## src/rtl/fifo_rd_stream.sv

```systemverilog
// fifo_rd_stream: read-side adapter for the CDC FIFO. It issues rd_fire, absorbs the
// FIFO's one-cycle read latency in a small circular skid buffer, and presents words
// downstream as a valid/ready stream with a packet-last flag and beat/packet counters.
module fifo_rd_stream #(
    parameter int unsigned DATA_W     = 65,
    parameter int unsigned SKID_DEPTH = 3,
    parameter int unsigned CNT_W      = 16
) (
    input  logic              clk,
    input  logic              rst,
    input  logic              fifo_empty,
    input  logic [DATA_W-1:0] fifo_rd_data,
    output logic              fifo_rd_fire,
    output logic              m_valid,
    input  logic              m_ready,
    output logic [DATA_W-2:0] m_data,
    output logic              m_last,
    output logic [CNT_W-1:0]  beat_idx,
    output logic [CNT_W-1:0]  pkt_cnt
);

    localparam int unsigned PTR_W = (SKID_DEPTH > 1) ? $clog2(SKID_DEPTH) : 1;
    localparam int unsigned OCC_W = $clog2(SKID_DEPTH + 1);
    localparam int unsigned SUM_W = OCC_W + 1;

    logic [DATA_W-1:0] skid_mem [SKID_DEPTH];
    logic [PTR_W-1:0]  head_q;
    logic [PTR_W-1:0]  tail_q;
    logic [OCC_W-1:0]  occ_q;
    logic              inflight_q;

    logic              capture_c;
    logic              pop_c;
    logic [SUM_W-1:0]  reserved_c;
    logic [DATA_W-1:0] head_word_c;

    // Circular index increment, wrapping at SKID_DEPTH (need not be a power of two).
    function automatic logic [PTR_W-1:0] ptr_inc(input logic [PTR_W-1:0] p);
        logic [PTR_W-1:0] n;
        n = p + PTR_W'(1);
        if (p == PTR_W'(SKID_DEPTH - 1)) begin
            n = '0;
        end
        return n;
    endfunction

    // Fire decision from registered state only; each in-flight word holds a reserved slot.
    always_comb begin
        reserved_c   = SUM_W'(occ_q) + SUM_W'(inflight_q);
        fifo_rd_fire = !rst && !fifo_empty && (reserved_c < SUM_W'(SKID_DEPTH));
        capture_c    = inflight_q;
        m_valid      = (occ_q != '0);
        pop_c        = m_valid && m_ready;
        head_word_c  = skid_mem[head_q];
        m_data       = head_word_c[DATA_W-2:0];
        m_last       = head_word_c[DATA_W-1];
    end

    // Skid storage; contents are don't-care after reset, so no reset is applied.
    always_ff @(posedge clk) begin
        if (!rst && capture_c) begin
            skid_mem[tail_q] <= fifo_rd_data;
        end
    end

    // Occupancy, pointers and in-flight flag; a word in flight at reset is dropped.
    always_ff @(posedge clk) begin
        if (rst) begin
            occ_q      <= '0;
            inflight_q <= 1'b0;
            head_q     <= '0;
            tail_q     <= '0;
        end else begin
            inflight_q <= fifo_rd_fire;
            if (capture_c) begin
                tail_q <= ptr_inc(tail_q);
            end
            if (pop_c) begin
                head_q <= ptr_inc(head_q);
            end
            case ({capture_c, pop_c})
                2'b10:   occ_q <= occ_q + OCC_W'(1);
                2'b01:   occ_q <= occ_q - OCC_W'(1);
                default: occ_q <= occ_q;
            endcase
        end
    end

    // Beat index within the packet and delivered-packet count, both advanced on pop.
    always_ff @(posedge clk) begin
        if (rst) begin
            beat_idx <= '0;
            pkt_cnt  <= '0;
        end else if (pop_c) begin
            if (m_last) begin
                beat_idx <= '0;
                pkt_cnt  <= pkt_cnt + CNT_W'(1);
            end else begin
                beat_idx <= beat_idx + CNT_W'(1);
            end
        end
    end

endmodule

```

## config.mk

```make
export PLATFORM = sky130hd
export DESIGN_NAME = fifo_rd_stream
export DESIGN_NICKNAME = d
export VERILOG_FILES = /design/src/rtl/fifo_rd_stream.sv
export SDC_FILE = /design/constraint.sdc
export NUM_CORES = 1
export LEC_CHECK = 0
export BUFFER_PORTS_ARGS = -buffer_cell sky130_fd_sc_hd__buf_2
export CORE_MARGIN = 4
export CORE_UTILIZATION = 50
export CTS_CLUSTER_DIAMETER = 120
export DETAILED_ROUTE_END_ITERATION = 8
export PLACE_DENSITY_LB_ADDON = 0.08
export SLEW_MARGIN = 20
export SYNTH_ARGS = -nofsm -noshare
export SYNTH_HDL_FRONTEND = slang
export SYNTH_SLANG_ARGS = --single-unit
export TNS_END_PERCENT = 50
```

## constraint.sdc

```tcl
create_clock -name clk -period 5.25 [get_ports clk]
set_input_delay 0.525 -clock clk [delete_from_list [all_inputs] [get_ports clk]]
set_output_delay 0.525 -clock clk [all_outputs]
set_load 0.02 [all_outputs]
```

==> metrics <==
Clock Latency Late Sink=0.51 ns; Switching Fraction=25.6%; net count after synthesis=701; final setup margin=2.11 ns; Die ar.=20,400 um2; drt pass-1 iters=4; fin crit share=59.8%; max incr delay on CP=0.71 ns; layout cells sized above 1=27.6%; share of power burned in registers=45.8%; DP Worst Slack=2.62 ns; Post-synth EDFFs=195; LEAKAGE=3.78 nW; Nets=871; initial antenna violation count=6; crit path max fanout=31; Buf+Inv Stages, Crit Path=2; HPWL after detailed placement=11.1 mm; Core Area=17,500 um2; Seq/Total Area, Yosys=73.6%; final non-filler cell total=1,043; CTS Hold Bufs=0; Slew @ Worst Pin=0.975 ns; power share of the clock group=38.9%; I/O Pins=168; GRT overflow=0; endpoint type of the worst setup path=primary output; FFs w/ async S/R, synth=0%; Ys Warns=0; r2r setup slk=2.82 ns; Clock Skew=0.0127 ns; Worst Path Arrival=2.62 ns; wire per inst=17.2 um; ys flop type=edfxtp_1; crit-path cells=mux2_2 > o21ai_1 > inv_1 > buf_2; status=completed; CTS tree=built; WL final=18.0 mm; Initial Utilization=51.7%; Clock Path Buffers=3; unrepaired setup endpoints after global routing=no; Post-CTS Setup Inserts=0; vias per inst=5.32; Top Family by Delay on Critical Path=flip-flops; Switch Pwr=1.21 mW; Port Buffers=167; CP required=4.72 ns; Syn-to-layout area delta=21.4%; Final Hold Fails=0; DRC errors left=0; first-pass GRT wire length=28.3 mm; overall die width=143 um; Synth Register Bits=236; Fmax=318 MHz; Logic pwr share=15.3%; Final GP Congestion=0.725; Int Pwr=3.52 mW; largest net degree at the start of global routing=77; WS Path Type=reg2out; mean post-synth cell area=14.5 um2; Mapped Area=9070 um2; DR iter-0 viols=341; Cell variety after synth=39; PD cells=430 nW/um2; total CTS buffers=25; fin. max-slew vios=0; dpl cells=995; minimum clock period=3.14 ns; cts repair resizes=0; slew margin rel.=35.0%; via count=5,546; Peak VDD IR=0.309 mV; CTS sink cnt=236; setup tns final=0 ns; clk slew on worst S/H paths=0.06 ns; setup violators final=0; worst min-delay path class=in2reg; max_cap viols=0; critical path's slowest cell=dfxtp_4; filler cell count=1,346; cells after synthesis=627; H-tree depth=1; root buf cell=clkbuf_16; vias in the first global route=5,593; CP Launch Type=flop; GRT Total Usage=17.3%; # rows=48; Die Height=143 um; Detail Route Antenna Nets=0
cell usage in the layout (no fill, tap or decap), drive strengths merged, types with 8 or more instances in the layout:
cell	Yosys	final
buf	9	172
nand3	9	9
mux2i	65	65
or4	10	10
nand4	9	9
o31ai	10	10
dfxtp	41	41
a21oi	23	23
nor3	8	8
clkinv	0	9
nor2	22	22
xnor2	9	9
inv	10	11
clkbuf	20	28
nand2	76	76
o21ai	71	71
edfxtp	195	195
cells in the mapped netlist (all sizes together), types with 9 or more instances:
cell | count | area [um2]
o31ai | 10 | 75.1
a21oi | 23 | 115
inv | 10 | 42.5
or4 | 10 | 75.1
xnor2 | 9 | 78.8
nor2 | 22 | 82.6
nand2 | 76 | 285
mux2i | 65 | 651
o21ai | 71 | 367
clkbuf | 20 | 75.1
dfxtp | 41 | 821
nand3 | 9 | 57.6
edfxtp | 195 | 5860
nand4 | 9 | 56.3
buf | 9 | 51.3
power by group through the flow:
stage | clock network [mW] | logic (mW) | registers, mW
2_1_floorplan | 0 | 0.521 | 2.17
3_3_place_gp | 0 | 0.719 | 2.21
3_5_place_dp | 0 | 0.733 | 2.21
4_1_cts | 1.89 | 0.737 | 2.17
5_1_grt | 1.98 | 0.790 | 2.18
6_report | 1.84 | 0.724 | 2.17
sequential cells by signal, indices dropped and copies added, names as in the netlist, named ones only:
signal,cells
skid_mem,195
beat_idx,16
pkt_cnt,16
head_q,2
occ_q,2
tail_q,2
capture_c,1
per-stage QoR:
stage	total power [mW]	util, %	instance area (um2)	hold WS, ns
2_1_floorplan	2.69	-	9070	0.459
3_3_place_gp	2.93	57.7	10100	0.467
3_5_place_dp	2.94	57.7	10100	0.490
4_1_cts	4.80	62.8	11000	0.188
5_1_grt	4.95	62.8	11000	0.198
6_report	4.74	62.8	11000	0.211
cell families after synthesis:
family	Yosys count	synth area share, %
AO/OA/AOI/OAI	112	7.06
buffers and inverters	39	1.86
multiplexers	67	7.42
XOR/XNOR	14	1.35
flip-flops	236	73.6
adder cells (fa/ha/maj)	5	0.690
AND/OR/NAND/NOR	154	8.03
cell type report:
cell class                 count  area [um2]  area share [%]
sequential                   236        6680            60.7
multi-input combinational    352        2240            20.4
timing repair buffer         172         873            7.93
clock buffer                  28         637            5.78
tap                          225         282            2.56
clock inverter                18         244            2.22
inverter                      10        42.5           0.386
antenna                        2        5.00          0.0454
layer usage:
metal / up-vias / GRT usage, % / share of wire, %
li1: 2699 / - / -
met1: 2643 / 22.1 / 41
met5: - / 0 / 0.36
met4: 10 / 3.85 / 2.0
met3: 39 / 4.99 / 7.7
met2: 155 / 29.5 / 49
worst paths after layout:
kind                from      endpoint  cells past startpoint
min           fifo_empty     capture_c                      2
max reg2reg         flop  beat_idx[14]                      4
max                 flop        m_last                      4
min reg2reg  pkt_cnt[13]   pkt_cnt[13]                      2
Power figures use the tool's default switching activity.
